===== config.mk =====
export PLATFORM = sky130hd
export DESIGN_NAME = memory_stage
export DESIGN_NICKNAME = d
export VERILOG_FILES = /design/src/rtl/memory_pkg.sv /design/src/rtl/memory_stage_load_aligner.sv /design/src/rtl/memory_stage.sv
export SDC_FILE = /design/constraint.sdc
export NUM_CORES = 1
export LEC_CHECK = 0
export CORE_MARGIN = 1.5
export CORE_UTILIZATION = 35
export CTS_CLUSTER_SIZE = 40
export DETAILED_ROUTE_END_ITERATION = 10
export GPL_TIMING_DRIVEN = 0
export MAX_ROUTING_LAYER = met4
export PLACE_DENSITY = 0.75
export SLEW_MARGIN = 20
export SYNTH_ARGS = -nofsm -noshare
export SYNTH_HDL_FRONTEND = slang
export SYNTH_SLANG_ARGS = --single-unit

===== constraint.sdc =====
create_clock -name clk_i -period 4.3 [get_ports clk_i]
set_input_delay 0.43 -clock clk_i [delete_from_list [all_inputs] [get_ports clk_i]]
set_output_delay 0.43 -clock clk_i [all_outputs]
set_load 0.05 [all_outputs]

===== src/rtl/memory_pkg.sv =====
// Shared definitions for the memory stage: opcode, access-size and FSM state
// enums, plus small helpers for lane selection, byte enables and store data.
package memory_pkg;

  typedef enum logic [1:0] {
    OP_NONE  = 2'd0,
    OP_LOAD  = 2'd1,
    OP_STORE = 2'd2
  } mem_op_e;

  typedef enum logic [1:0] {
    SIZE_BYTE = 2'd0,
    SIZE_HALF = 2'd1,
    SIZE_WORD = 2'd2
  } mem_size_e;

  typedef enum logic [1:0] {
    IDLE = 2'd0,
    REQ  = 2'd1,
    WAIT = 2'd2
  } state_e;

  // Byte offset actually used for an access: low address bits that would make
  // a half or word access misaligned are forced to zero.
  function automatic logic [1:0] eff_offset(mem_size_e size, logic [1:0] addr_lo);
    logic [1:0] off;
    case (size)
      SIZE_BYTE: off = addr_lo;
      SIZE_HALF: off = {addr_lo[1], 1'b0};
      default:   off = 2'b00;
    endcase
    return off;
  endfunction

  // True when the access does not sit on its natural boundary.
  function automatic logic is_misaligned(mem_size_e size, logic [1:0] addr_lo);
    logic mis;
    case (size)
      SIZE_BYTE: mis = 1'b0;
      SIZE_HALF: mis = addr_lo[0];
      default:   mis = (addr_lo != 2'b00);
    endcase
    return mis;
  endfunction

  // Byte-enable mask for an access of the given size at the given lane.
  function automatic logic [3:0] byte_enable(mem_size_e size, logic [1:0] off);
    logic [3:0] be;
    case (size)
      SIZE_BYTE: be = 4'b0001 << off;
      SIZE_HALF: be = 4'b0011 << off;
      default:   be = 4'b1111;
    endcase
    return be;
  endfunction

  // Store data replicated across every lane so the slave can pick any lane.
  function automatic logic [31:0] lane_replicate(mem_size_e size, logic [31:0] data);
    logic [31:0] rep;
    case (size)
      SIZE_BYTE: rep = {4{data[7:0]}};
      SIZE_HALF: rep = {2{data[15:0]}};
      default:   rep = data;
    endcase
    return rep;
  endfunction

endpackage


===== src/rtl/memory_stage_load_aligner.sv =====
// Combinational load aligner: picks the addressed lane out of the read word
// and sign- or zero-extends it to 32 bits.
module load_aligner
  import memory_pkg::*;
(
  input  logic [31:0] rdata_i,
  input  logic [1:0]  offset_i,
  input  logic [1:0]  size_i,
  input  logic        unsigned_i,
  output logic [31:0] data_o
);

  logic [31:0] shifted;
  logic        sign_byte;
  logic        sign_half;

  // Shift the addressed lane down to bit 0, then extend according to size.
  always_comb begin
    shifted   = rdata_i >> {offset_i, 3'b000};
    sign_byte = ~unsigned_i & shifted[7];
    sign_half = ~unsigned_i & shifted[15];
    case (mem_size_e'(size_i))
      SIZE_BYTE: data_o = {{24{sign_byte}}, shifted[7:0]};
      SIZE_HALF: data_o = {{16{sign_half}}, shifted[15:0]};
      default:   data_o = shifted;
    endcase
  end

endmodule


===== src/rtl/memory_stage.sv =====
// Memory stage: passes ALU results through, or runs a single data-bus
// transaction (IDLE -> REQ -> WAIT) for loads and stores, with a WAIT
// timeout and bus-error reporting on fault_o.
// Optional build macro MEMORY_STAGE_MISALIGNED_TRAP_EN: misaligned half/word
// accesses raise fault_o instead of being silently aligned down.
module memory_stage
  import memory_pkg::*;
#(
  parameter int TIMEOUT_CYCLES = 16
) (
  input  logic        clk_i,
  input  logic        rst_i,
  input  logic        valid_i,
  input  logic [31:0] alu_result_i,
  input  logic [31:0] store_data_i,
  input  logic [1:0]  mem_op_i,
  input  logic [1:0]  mem_size_i,
  input  logic        mem_unsigned_i,
  output logic        stall_o,
  output logic        valid_o,
  output logic [31:0] result_o,
  output logic [31:0] forward_memory_data_o,
  output logic        dbus_req_o,
  output logic        dbus_we_o,
  output logic [31:0] dbus_addr_o,
  output logic [31:0] dbus_wdata_o,
  output logic [3:0]  dbus_be_o,
  input  logic        dbus_gnt_i,
  input  logic        dbus_rvalid_i,
  input  logic        dbus_err_i,
  input  logic [31:0] dbus_rdata_i,
  output logic        fault_o
);

  localparam logic [7:0] LastWaitCount = 8'(TIMEOUT_CYCLES - 1);

  state_e      state_q, state_d;
  logic [29:0] addr_q, addr_d;
  logic [1:0]  offset_q, offset_d;
  mem_size_e   size_q, size_d;
  logic        unsigned_q, unsigned_d;
  logic        we_q, we_d;
  logic [3:0]  be_q, be_d;
  logic [31:0] wdata_q, wdata_d;
  logic [7:0]  count_q, count_d;
  logic        valid_q, valid_d;
  logic [31:0] result_q, result_d;
  logic        fault_q, fault_d;

  mem_op_e     op_in;
  mem_size_e   size_in;
  logic [1:0]  offset_in;
  logic        is_mem;
  logic        trap;
  logic [31:0] load_data;

  load_aligner u_load_aligner (
    .rdata_i    (dbus_rdata_i),
    .offset_i   (offset_q),
    .size_i     (size_q),
    .unsigned_i (unsigned_q),
    .data_o     (load_data)
  );

  // Decode the incoming instruction and decide whether it traps as misaligned.
  always_comb begin
    op_in     = mem_op_e'(mem_op_i);
    size_in   = mem_size_e'(mem_size_i);
    offset_in = eff_offset(size_in, alu_result_i[1:0]);
    is_mem    = (op_in == OP_LOAD) || (op_in == OP_STORE);
    trap      = 1'b0;
`ifdef MEMORY_STAGE_MISALIGNED_TRAP_EN
    trap      = is_misaligned(size_in, alu_result_i[1:0]);
`endif
  end

  // Next-state logic for the bus FSM, captured request and writeback result.
  always_comb begin
    state_d    = state_q;
    addr_d     = addr_q;
    offset_d   = offset_q;
    size_d     = size_q;
    unsigned_d = unsigned_q;
    we_d       = we_q;
    be_d       = be_q;
    wdata_d    = wdata_q;
    count_d    = count_q;
    valid_d    = 1'b0;
    result_d   = 32'd0;
    fault_d    = 1'b0;
    stall_o    = 1'b0;

    case (state_q)
      IDLE: begin
        count_d = 8'd0;
        if (valid_i) begin
          if (!is_mem) begin
            valid_d  = 1'b1;
            result_d = alu_result_i;
          end else if (trap) begin
            fault_d = 1'b1;
          end else begin
            stall_o    = 1'b1;
            state_d    = REQ;
            addr_d     = alu_result_i[31:2];
            offset_d   = offset_in;
            size_d     = size_in;
            unsigned_d = mem_unsigned_i;
            we_d       = (op_in == OP_STORE);
            be_d       = byte_enable(size_in, offset_in);
            wdata_d    = lane_replicate(size_in, store_data_i);
          end
        end
      end

      REQ: begin
        stall_o = 1'b1;
        if (dbus_gnt_i) begin
          state_d = WAIT;
          count_d = 8'd0;
        end
      end

      WAIT: begin
        stall_o = 1'b1;
        if (dbus_rvalid_i) begin
          state_d = IDLE;
          count_d = 8'd0;
          if (dbus_err_i) begin
            fault_d = 1'b1;
          end else begin
            valid_d  = 1'b1;
            result_d = we_q ? 32'd0 : load_data;
          end
        end else if (count_q == LastWaitCount) begin
          state_d = IDLE;
          count_d = 8'd0;
          fault_d = 1'b1;
        end else begin
          count_d = count_q + 8'd1;
        end
      end

      default: begin
        state_d = IDLE;
        count_d = 8'd0;
      end
    endcase
  end

  // Bus request is only presented while in REQ; all fields are quiet otherwise.
  always_comb begin
    dbus_req_o            = (state_q == REQ);
    dbus_we_o             = dbus_req_o & we_q;
    dbus_addr_o           = dbus_req_o ? {addr_q, 2'b00} : 32'd0;
    dbus_wdata_o          = dbus_req_o ? wdata_q : 32'd0;
    dbus_be_o             = dbus_req_o ? be_q : 4'd0;
    valid_o               = valid_q;
    result_o              = result_q;
    forward_memory_data_o = result_q;
    fault_o               = fault_q;
  end

  // State registers with synchronous active-high reset.
  always_ff @(posedge clk_i) begin
    if (rst_i) begin
      state_q    <= IDLE;
      addr_q     <= 30'd0;
      offset_q   <= 2'd0;
      size_q     <= SIZE_BYTE;
      unsigned_q <= 1'b0;
      we_q       <= 1'b0;
      be_q       <= 4'd0;
      wdata_q    <= 32'd0;
      count_q    <= 8'd0;
      valid_q    <= 1'b0;
      result_q   <= 32'd0;
      fault_q    <= 1'b0;
    end else begin
      state_q    <= state_d;
      addr_q     <= addr_d;
      offset_q   <= offset_d;
      size_q     <= size_d;
      unsigned_q <= unsigned_d;
      we_q       <= we_d;
      be_q       <= be_d;
      wdata_q    <= wdata_d;
      count_q    <= count_d;
      valid_q    <= valid_d;
      result_q   <= result_d;
      fault_q    <= fault_d;
    end
  end

endmodule

* Yosys cells after proc, flatten, opt, wreduce, memory -nomap -nowiden
Cells that the tools add are included.
** Operators by class
- Reduce and logical (&&, ||, !) cells :: 8
- Shift-type cells :: 3
- Multiplexer cells :: 34
- Bitwise logic cells :: 5
- Equal/unequal tests :: 11
- Add/subtract/negate cells :: 1
** Operators with widths (number)
- two-way mux 32 bit :: 7
- case mux 32 bit (2 select lines) :: 3
- right shift 32 x 5 -> 32 bit :: 1
- two-way mux 8 bit :: 3
- case mux 8 bit (2 select lines) :: 1
- two-way mux 2 bit :: 5
- two-way mux 1 bit :: 9
- adder 8 x 1 -> 8 bit, second input constant :: 1
- equality test 2 x 1 -> 1 bit, second input constant :: 4
- equality test 8 x 4 -> 1 bit, second input constant :: 1
- case mux 4 bit (2 select lines) :: 1
- logical NOT 2 bit :: 3
- case mux 2 bit (3 select lines) :: 1
- equality test 2 bit, second input constant :: 2
- two-way mux 4 bit :: 1
- inequality test 2 bit, second input constant :: 2
- case mux 1 bit (2 select lines) :: 2
- case mux 2 bit (2 select lines) :: 1
- AND reduction 4 bit :: 1
- OR reduction 2 bit :: 2
- left shift 1 x 2 -> 4 bit, first input constant :: 1
- left shift 2 x 2 -> 4 bit, first input constant :: 1
- bitwise AND 1 bit :: 3
- inequality test 3 bit, second input constant :: 1
- 4 further kinds :: 5
** Word-level totals
- Input bits :: 107
- Register bits :: 116
- Output and inout bits :: 137

* Depth between registers and ports, before layout
Gate-level depths: netlist of the first run.
- Depth after elaboration :: 7
- Gate-level depth with buffers :: 9
- Gate-level depth less buffers :: 6

* By module
Synthesis of the first run repeated with hierarchy kept, for this count alone.
** Unflattened totals
- Cells, all modules :: 756
- Area total of the unflattened synthesis :: 6040.8 um2
** Modules (own cells, without submodules)
- memory_stage :: cells an instance 653, sequential area each 2322.2 um2, times used 1, area an instance 5272.6 um2
- load_aligner :: cells an instance 103, sequential area each 0.0 um2, times used 1, area an instance 768.2 um2

* Worst setup path before layout of the first run
No wires, ideal clock.
- Kind :: input to output
- From :: in mem_op_i[0]
- To :: out stall_o
- Buffers on the path :: 3
- Stages :: 9
- Required time :: 3.870 ns
- Path slack :: 1.576 ns
- Data arrival time :: 2.294 ns
- Cells stage by stage :: inv_1 > ha_1 > nor2b_1 > and2_1 > clkbuf_1 > buf_2 > buf_2 > nor2_1 > nor2_1
** On the way
- Word-level cells in the longest chain between the ends :: 5
- Elaborated cells between the ends (all ways) :: 6
** RTL lines
- from (decl) :: RTL line memory_stage.sv:16 : input logic [1:0] mem_op_i,
- equality test 2 x 1 -> 1 bit or equality test 2 bit (tied branches) :: RTL line memory_stage.sv:70 : is_mem = (op_in == OP_LOAD) || (op_in == OP_STORE);
- logical OR 1 bit * :: RTL line memory_stage.sv:70
- two-way mux 1 bit * :: RTL line memory_stage.sv:97 : if (!is_mem) begin
- two-way mux 1 bit * :: RTL line memory_stage.sv:96 : if (valid_i) begin
- case mux 1 bit (2 select lines) * :: RTL line memory_stage.sv:93 : case (state_q)
- to (decl) :: RTL line memory_stage.sv:19 : output logic stall_o,
Mark *: on every way between the ends. The rest lies on a longest branch, timed or not.

* Worst setup path after layout of the first run
Same ends and word-level chain as after synthesis.

==> flow_metrics.env, run 1 <==
export IMPL_drive_above_1_share=0.103
export IMPL_top_usage_layer="met2"
export IMPL_initial_core_util=0.361
export IMPL_crit_type="in -> out"
export IMPL_status="complete, no violations"
export IMPL_wl_per_cell_um=17.8
export IMPL_layout_common_cells="clkdlybuf4s50_1, nand2_1, dfxtp_1, and2_1, a21oi_1"
export IMPL_period_minus_slack_ns=3.89
export IMPL_multi_input_area_sq_mm=0.00299
export IMPL_power_density_mw_per_mm2=361
export IMPL_wl_mm=21.4
export IMPL_synth_adder_area_share=0.0129
export IMPL_rows=46
export IMPL_arrival_ns=3.46
export IMPL_fin_skew_ns=0.00582
export IMPL_synthXorXnorAreaFrac=0.0106
export IMPL_syn_area_sq_mm=0.00580
export IMPL_drtPass1Iterations=5
export IMPL_ys_seq_area_frac=0.401
export IMPL_synth_top_family_by_area="simple AND/OR/NAND/NOR gates"
export IMPL_first_global_vias=5851
export IMPL_drv_slew=0
export IMPL_cts_max_level=4
export IMPL_hold_viol=0
export IMPL_grtUsageTotal=0.251
export IMPL_synth_flop_cell="dfxtp_1"
export IMPL_final_common_cell="clkdlybuf4s50_1"
export IMPL_syn_avg_cell_area_sq_um=8.14
export IMPL_muxShareOfSynthArea=0.0898
export IMPL_dp_hpwl_mm=16.1
export IMPL_ant_nets=0
export IMPL_die_y_um=132
export IMPL_yosysUniqueCellTypes=49
export IMPL_cp_end_kind="primary output"
export IMPL_post_cts_resized=0
export IMPL_critPathRequiredTime_ns=3.87
export IMPL_insertion_delay_ns=0.41
export IMPL_synth_compound_area_share=0.149
export IMPL_ys_seq_elements=116
export IMPL_fin_hold_ws_ns=0.450
export IMPL_clockBufferDepth=2
export IMPL_setup_tns_ns=0
export IMPL_final_setup_viol_count=0
export IMPL_p_total_mw=3.27
export IMPL_slew_headroom=0.279
export IMPL_drcViolationCount=0
export IMPL_cts_root_buffer="clkbuf_16"
export IMPL_cts_tree="yes"
export IMPL_register_area_sq_mm=0.00232
export IMPL_crit_chain="clkdlybuf4s50_1, inv_1, ha_1, nor2b_1, and2_1, clkbuf_1, buf_2, buf_2, nor2_1, nor2_1, clkdlybuf4s50_1"
export IMPL_area_growth_pct=56.1
export IMPL_grt_pass1_wl_mm=32.7
export IMPL_layout_nets=1085
export IMPL_leakagePower_nw=3.40
export IMPL_dieArea_sq_mm=0.0173
export IMPL_grt_antenna_before_repair=0
export IMPL_coreArea_sq_mm=0.0161
export IMPL_antenna_diode_count=0
export IMPL_max_freq_mhz=257
export IMPL_io_pins=244
export IMPL_period_share=0.905
export IMPL_cpPeakStageDelay_ns=0.83
export IMPL_slowest_stage="clkdlybuf4s50_1"
export IMPL_grt_met1_usage=0.310
export IMPL_clock_sinks=116
export IMPL_grt_overflow=0
export IMPL_via_count=6029
export IMPL_ys_warnings_count=0
export IMPL_synth_edff_count=0
export IMPL_gp_congestion=0.891
export IMPL_design_area_sq_mm=0.00905
export IMPL_cts_hold_buf=0
export IMPL_drv_cap=0
export IMPL_die_x_um=132
export IMPL_path_clk_slew_ns=0.05
export IMPL_fillers=1488
export IMPL_hp_class="reg -> reg"
export IMPL_cp_start_kind="input port"
export IMPL_grt_max_degree=17
export IMPL_drtIter0Drc=431
export IMPL_placed_area_sq_mm=0.00847
export IMPL_port_buffers=240
export IMPL_cts_buffers=17
export IMPL_tightest_slew_ns=1.08
export IMPL_cts_setup_buffers=0
export IMPL_vdd_drop_max_uv=286
export IMPL_crit_fanout=10
export IMPL_syn_inst=712
export IMPL_synth_simple_area_share=0.251
export IMPL_grtUsageMet3=0.0671
export IMPL_rsz0062_at_grt="no"
export IMPL_use_met2=0.394
export IMPL_routed_via_density=5.02
export IMPL_asyncSetResetFlopFracSynth=0
## flip-flops by register name, indices dropped and copies added (netlist names)
| signal | count |
|---|---|
| forward_memory_data_o | 32 |
| wdata_q | 32 |
| valid_o | 1 |
| unsigned_q | 1 |
| offset_q | 2 |
| be_q | 4 |
| count_q | 8 |
| size_q | 2 |
| addr_q | 30 |
| we_q | 1 |
| state_q | 2 |
| fault_o | 1 |
## through the flow
step	setup WS, ns	instances	util
6_report	0.407	1201	0.564
5_1_grt	0.235	1201	0.564
4_1_cts	0.440	1201	0.564
3_5_place_dp	0.463	1169	0.528
3_3_place_gp	0.458	1169	0.528
2_1_floorplan	1.58	713	-
## routing by layer
layer / part of all wire / wire length [um] / vias to the layer above
met5: 0 / 0 / -
met4: 0.025 / 529 / 0
met3: 0.073 / 1570 / 33
met2: 0.47 / 9980 / 264
met1: 0.43 / 9290 / 2828
li1: - / - / 2904
## cells by family after synthesis
logic type / Yosys count
adders and majority gates: 6
muxes: 41
DFF: 116
buffers and inverters: 91
xor gates and xnor gates: 7
and+or+nand+nor: 311
other: 1
AOI/OAI and AO/OA: 139
## power by group
part | switching, mW | internal [mW] | total, mW | leakage [nW]
clock network | 0.531 | 0.871 | 1.40 | 0.274
logic | 0.417 | 0.279 | 0.697 | 2.18
registers | 0.0327 | 1.14 | 1.17 | 0.946
## final cells by class
type / instances / area share
Multi-Input combinational cell: 506 / 0.330
Timing Repair Buffer: 240 / 0.265
Sequential cell: 116 / 0.257
Buffer: 86 / 0.0525
Clock buffer: 21 / 0.0498
Tap cell: 216 / 0.0299
Clock inverter: 11 / 0.0141
Inverter: 5 / 0.00207
## synth_stat cells (2+ instances only)
cell type,count,area (sq um)
nand2_1,154,578
o21a_1,2,15.0
nand4_1,3,18.8
nor3_1,8,40.0
clkbuf_1,35,131
dfxtp_1,116,2320
a211oi_1,10,75.1
nor2_1,44,165
buf_1,2,7.51
mux2i_1,25,250
ha_1,6,75.1
buf_2,13,65.1
a221oi_1,7,61.3
a22oi_1,10,75.1
xor2_1,3,26.3
o211ai_1,6,45.0
or2_2,2,12.5
a311oi_1,8,70.1
inv_1,5,18.8
and2_1,68,425
o21bai_1,2,15.0
nand2b_1,7,43.8
a21oi_1,60,300
nor2b_1,2,12.5
o21ai_0,25,125
nand3b_1,3,22.5
xnor2_1,4,35.0
mux4_2,8,180
and3_1,2,12.5
nand3_1,11,55.1
buf_4,34,255
mux2_2,8,90.1
o21ai_1,2,10.0
o211ai_2,2,25.0
## critical path, delay by kind of cell
| family | cells | cell delay [ns] |
|---|---|---|
| buffers and inverters | 6 | 2.11 |
| adders and majority gates | 1 | 0.33 |
| and+or+nand+nor | 4 | 0.58 |
## path summary, 6_finish.rpt
kind,start,to,cells after the start,slack [ns]
setup / recovery,mem_op_i[0],stall_o,11,0.41
hold / removal,addr_q[8],addr_q[8],2,0.45
setup reg to reg,state_q[0],forward_memory_data_o[25],7,2.01
hold reg to reg,addr_q[8],addr_q[8],2,0.45
Note: power is estimated with default switching activity, not from simulation.
==> inputs of run 2 (changes only) <==
- CAP_MARGIN: unset -> 20
- CORE_MARGIN: 1.5 -> 4
==> flow_metrics.env, run 2 (synthesis results as in run 1) <==
export IMPL_path_clk_slew_ns=0.05
export IMPL_cts_max_level=4
export IMPL_first_global_vias=5848
export IMPL_clkPwrFrac=0.448
export IMPL_setup_tns_ns=0
export IMPL_wl_mm=21.7
export IMPL_critPathRequiredTime_ns=3.87
export IMPL_design_area_sq_mm=0.00910
export IMPL_max_freq_mhz=253
export IMPL_fin_skew_ns=0.00851
export IMPL_grt_antenna_before_repair=0
export IMPL_final_setup_viol_count=0
export IMPL_pre_cts_ws_ns=0.386
export IMPL_gp_congestion=0.924
export IMPL_grtUsageTotal=0.234
export IMPL_crit_type="in -> out"
export IMPL_seq_power_share=0.346
export IMPL_layout_common_cells="clkdlybuf4s50_1, nand2_1, dfxtp_1, and2_1, a21oi_1"
export IMPL_setup_ws_ns=0.354
export IMPL_swShare=0.284
export IMPL_crit_fanout=10
export IMPL_status="complete, no violations"
export IMPL_cts_buffers=17
export IMPL_fillers=1480
export IMPL_grt_overflow=0
export IMPL_cp_end_kind="primary output"
export IMPL_leakagePower_nw=3.42
export IMPL_routed_top_layer="met4"
export IMPL_area_growth_pct=56.9
export IMPL_cts_setup_buffers=0
export IMPL_period_share=0.918
export IMPL_clockBufferDepth=2
export IMPL_placed_area_sq_mm=0.00847
export IMPL_grt_pass1_wl_mm=32.2
export IMPL_port_buffers=240
export IMPL_drv_cap=0
export IMPL_route_met2_wl_mm=10.3
export IMPL_tightest_slew_ns=0.918
export IMPL_rsz0062_at_grt="no"
export IMPL_slowest_stage="clkdlybuf4s50_1"
export IMPL_grt_max_degree=17
export IMPL_clock_sinks=116
export IMPL_dp_hpwl_mm=16.8
export IMPL_drcViolationCount=0
export IMPL_die_x_um=137
export IMPL_dr_wl_met3_mm=1.51
export IMPL_cp_start_kind="input port"
export IMPL_layout_nets=1085
export IMPL_arrival_ns=3.52
export IMPL_cts_tree="yes"
export IMPL_cts_hold_buf=0
export IMPL_insertion_delay_ns=0.42
export IMPL_dieArea_sq_mm=0.0187
export IMPL_wl_per_cell_um=18.1
export IMPL_drive_above_1_share=0.103
export IMPL_final_common_cell="clkdlybuf4s50_1"
export IMPL_rows=46
export IMPL_drtPass1Iterations=5
export IMPL_routed_via_density=5.00
export IMPL_via_count=5998
export IMPL_intPower_mw=2.43
export IMPL_post_cts_resized=0
export IMPL_vdd_drop_max_uv=290
export IMPL_drtIter0Drc=401
export IMPL_power_density_mw_per_mm2=372
export IMPL_cpPeakStageDelay_ns=0.83
export IMPL_antenna_diode_count=0
export IMPL_initial_core_util=0.361
export IMPL_comb_power_share=0.206
export IMPL_period_minus_slack_ns=3.95
export IMPL_drv_slew=0
export IMPL_ant_nets=0
export IMPL_slew_headroom=0.387
export IMPL_coreArea_sq_mm=0.0161
export IMPL_wl_met1_mm=9.15
export IMPL_die_y_um=137
export IMPL_io_pins=244
export IMPL_p_switching_mw=0.961
export IMPL_cts_root_buffer="clkbuf_16"
export IMPL_hp_class="reg -> reg"
export IMPL_crit_chain="clkdlybuf4s50_1, inv_1, ha_1, nor2b_1, and2_1, clkbuf_1, buf_2, buf_2, nor2_1, nor2_1, clkdlybuf4s50_1"
export IMPL_hold_viol=0
==> run 2: cell types whose count changed in the layout (fill, tap and decap cells not counted) <==
cell       delta
clkinv_4      -2
bufinv_16     +2
clkbuf_8      +2
inv_6         -2
clkbuf_1      -2
==> run 2: metrics by stage <==
stage | utilization | hold WS (ns) | instances | power [mW]
global route | 0.567 | 0.465 | 1199 | 3.50
finish | 0.567 | 0.449 | 1199 | 3.39
floorplan | - | 0.427 | 713 | 1.59
detailed placement | 0.528 | 0.442 | 1169 | 1.89
CTS | 0.567 | 0.450 | 1199 | 3.40
global placement | 0.528 | 0.437 | 1169 | 1.88
==> run 2: layout make-up <==
class,instances,area (sq um),share of cell area
Clock inverter,9,153,0.0168
Multi-Input combinational cell,506,2990,0.328
Inverter,5,18.8,0.00206
Buffer,86,475,0.0523
Tap cell,216,270,0.0297
Clock buffer,21,470,0.0517
Sequential cell,116,2320,0.255
Timing Repair Buffer,240,2400,0.264
==> run 2: final timing paths <==
check / start / to / cells past startpoint / slack, ns
max reg2reg: state_q[0] / forward_memory_data_o[25] / 7 / 1.97
min reg2reg: addr_q[9] / addr_q[9] / 2 / 0.45
max: mem_op_i[0] / stall_o / 11 / 0.35
min: addr_q[9] / addr_q[9] / 2 / 0.45
==> run 2: power groups by stage <==
stage / logic, mW / registers [mW] / clock network, mW
2_1_floorplan: 0.362 / 1.23 / 0
3_3_place_gp: 0.684 / 1.19 / 0
3_5_place_dp: 0.692 / 1.20 / 0
4_1_cts: 0.695 / 1.17 / 1.53
5_1_grt: 0.746 / 1.18 / 1.57
6_report: 0.697 / 1.17 / 1.52
==> run 2: critical path, delay by kind of cell <==
kind / cells / cell delay, ns
adder cells (fa/ha/maj): 1 / 0.34
buffers and inverters: 6 / 2.18
AND/OR/NAND/NOR: 4 / 0.56
==> run 2: per-layer routing <==
metal	track usage	up-vias
li1	-	2909
met1	0.298	2813
met2	0.364	229
met3	0.0515	47
met4	0.0913	0
met5	-	-
==> inputs of run 3 (changes only) <==
- PLACE_DENSITY: 0.75 -> 0.74
- SYNTH_HIERARCHICAL: unset -> 1
==> flow_metrics.env, run 3 <==
export IMPL_period_minus_slack_ns=3.61
export IMPL_r2r_start="state_q[0]"
export IMPL_cts_hold_buf=0
export IMPL_wl_per_cell_um=17.5
export IMPL_ys_seq_area_frac=0.384
export IMPL_yosys_top_cells_count="nand2_1, dfxtp_1, a21oi_1"
export IMPL_cp_start_kind="flop"
export IMPL_cp_end_kind="primary output"
export IMPL_top_usage_layer="met2"
export IMPL_clock_sinks=116
export IMPL_coreArea_sq_mm=0.0168
export IMPL_initial_core_util=0.360
export IMPL_area_growth_pct=54.0
export IMPL_leakagePower_nw=3.49
export IMPL_final_common_cell="clkdlybuf4s50_1"
export IMPL_cts_max_level=4
export IMPL_die_y_um=139
export IMPL_worstHoldStart="addr_q[6]"
export IMPL_status="complete, no violations"
export IMPL_grtUsageMet3=0.0906
export IMPL_arrival_ns=3.18
export IMPL_max_freq_mhz=277
export IMPL_setup_worst_path_start="state_q[1]"
export IMPL_pre_cts_ws_ns=0.674
export IMPL_hp_class="reg -> reg"
export IMPL_clockBufferDepth=2
export IMPL_syn_avg_cell_area_sq_um=7.99
export IMPL_power_density_mw_per_mm2=360
export IMPL_period_share=0.840
export IMPL_final_util=0.555
export IMPL_fillers=1591
export IMPL_synth_edff_count=0
export IMPL_ant_nets=0
export IMPL_synth_top_cell_by_area="dfxtp_1"
export IMPL_rsz0062_at_grt="no"
export IMPL_drive_above_1_share=0.104
export IMPL_crit_type="reg -> out"
export IMPL_swShare=0.300
export IMPL_multi_input_area_sq_mm=0.00317
export IMPL_slew_headroom=0.457
export IMPL_ys_warnings_count=6
export IMPL_ys_seq_elements=116
export IMPL_via_count=6255
export IMPL_wl_mm=21.9
export IMPL_dieArea_sq_mm=0.0194
export IMPL_cts_root_buffer="clkbuf_16"
export IMPL_fin_skew_ns=0.00800
export IMPL_yosysTopAreaCellShare=0.384
export IMPL_cts_setup_buffers=0
export IMPL_asyncSetResetFlopFracSynth=0
export IMPL_path_clk_slew_ns=0.05
export IMPL_layout_nets=1130
export IMPL_first_global_vias=6131
export IMPL_grt_max_degree=17
export IMPL_yosysUniqueCellTypes=47
export IMPL_antenna_diode_count=0
export IMPL_cts_buffers=17
export IMPL_layout_common_cells="clkdlybuf4s50_1, nand2_1, dfxtp_1, a21oi_1"
export IMPL_p_total_mw=3.35
export IMPL_seq_power_share=0.350
export IMPL_fin_hold_ws_ns=0.447
export IMPL_grt_pass1_wl_mm=33.3
export IMPL_drcViolationCount=0
export IMPL_drtPass1Iterations=5
export IMPL_critPathRequiredTime_ns=3.87
export IMPL_p_switching_mw=1.01
export IMPL_grtUsageTotal=0.226
export IMPL_post_cts_resized=0
export IMPL_intPower_mw=2.35
export IMPL_use_met2=0.370
export IMPL_tightest_slew_ns=0.812
export IMPL_port_buffers=240
export IMPL_io_pins=244
export IMPL_die_x_um=139
export IMPL_drv_slew=0
export IMPL_synth_area_top_cells="dfxtp_1, nand2_1, and2_1"
export IMPL_final_setup_viol_count=0
export IMPL_syn_area_sq_mm=0.00604
export IMPL_grt_antenna_before_repair=0
export IMPL_vdd_drop_max_uv=294
export IMPL_gp_congestion=0.867
export IMPL_setup_tns_ns=0
export IMPL_grt_met1_usage=0.256
export IMPL_register_area_sq_mm=0.00232
export IMPL_synth_flop_cell="dfxtp_1"
export IMPL_clkPwrFrac=0.417
export IMPL_drv_cap=0
export IMPL_syn_inst=756
export IMPL_crit_fanout=10
export IMPL_drtIter0Drc=361
export IMPL_setup_ws_ns=0.689
export IMPL_rows=47
export IMPL_hold_viol=0
export IMPL_cts_tree="yes"
export IMPL_grt_overflow=0
export IMPL_yosysMostFrequentCell="nand2_1"
export IMPL_insertion_delay_ns=0.42
export IMPL_comb_power_share=0.233
export IMPL_routed_via_density=5.01
export IMPL_dp_hpwl_mm=17.0
run 3: changes by cell type after synthesis, sizes merged, moves of 7 or more:
cell / previous run / this run
nor2b: 2 / 11
nor2: 44 / 71
a21oi: 60 / 78
o21ai: 27 / 20
buf: 50 / 59
o211ai: 8 / 0
or2: 2 / 10
o2bb2ai: 0 / 8
mux4: 8 / 0
a22oi: 10 / 34
mux2i: 25 / 32
nand2: 154 / 123
o22ai: 0 / 8
run 3: path summary, 6_finish.rpt:
kind / to / slack [ns] / depth (start not counted)
hold reg to reg: addr_q[6] / 0.45 / 2
setup reg to reg: forward_memory_data_o[17] / 2.19 / 5
hold / removal: addr_q[6] / 0.45 / 2
setup / recovery: dbus_wdata_o[14] / 0.69 / 6
run 3: final cells by class:
class	count	share of cell area
Tap cell	220	0.0296
Multi-Input combinational cell	543	0.341
Clock inverter	9	0.0110
Inverter	4	0.00161
Timing Repair Buffer	240	0.258
Buffer	94	0.0577
Clock buffer	23	0.0514
Sequential cell	116	0.250
run 3: critical path, stage by stage (launching register included):
cell and delay [ns]:
dfxtp_1 0.34, inv_1 0.10, ha_1 0.35, clkbuf_1 0.49, clkbuf_1 0.42, and2_1 0.22
clkdlybuf4s50_1 0.83
run 3: power groups by stage:
stage / Combinational [mW] / Clock (mW) / Sequential [mW]
final: 0.782 / 1.40 / 1.17
after global routing: 0.840 / 1.46 / 1.18
after floorplan: 0.430 / 0 / 1.23
after detailed placement: 0.779 / 0 / 1.20
after CTS: 0.784 / 1.41 / 1.17
after global placement: 0.774 / 0 / 1.19
run 3: kinds of logic (layout without fill, tap and decap cells):
kind of cell               after synthesis  count (layout)  synth area share
and+or+nand+nor                        311             311             0.245
xor gates and xnor gates                 7               7            0.0101
other                                    1               2          0.000621
AOI/OAI and AO/OA                      181             181             0.194
muxes                                   35              35            0.0599
DFF                                    116             116             0.384
adders and majority gates                7               7            0.0145
buffers and inverters                   98             370            0.0913
run 3: per-stage QoR:
step | std cells | instance area [sq um]
3_5_place_dp | 1217 | 8720
5_1_grt | 1249 | 9300
3_3_place_gp | 1217 | 8720
4_1_cts | 1249 | 9300
6_report | 1249 | 9300
2_1_floorplan | 757 | 6040
run 3: per-layer routing:
layer | wire [um] | part of all wire | vias up
met5 | 0 | 0 | -
met4 | 259 | 0.012 | 0
met3 | 2150 | 0.098 | 26
met2 | 10600 | 0.48 | 273
met1 | 8940 | 0.41 | 2896
li1 | - | - | 3060
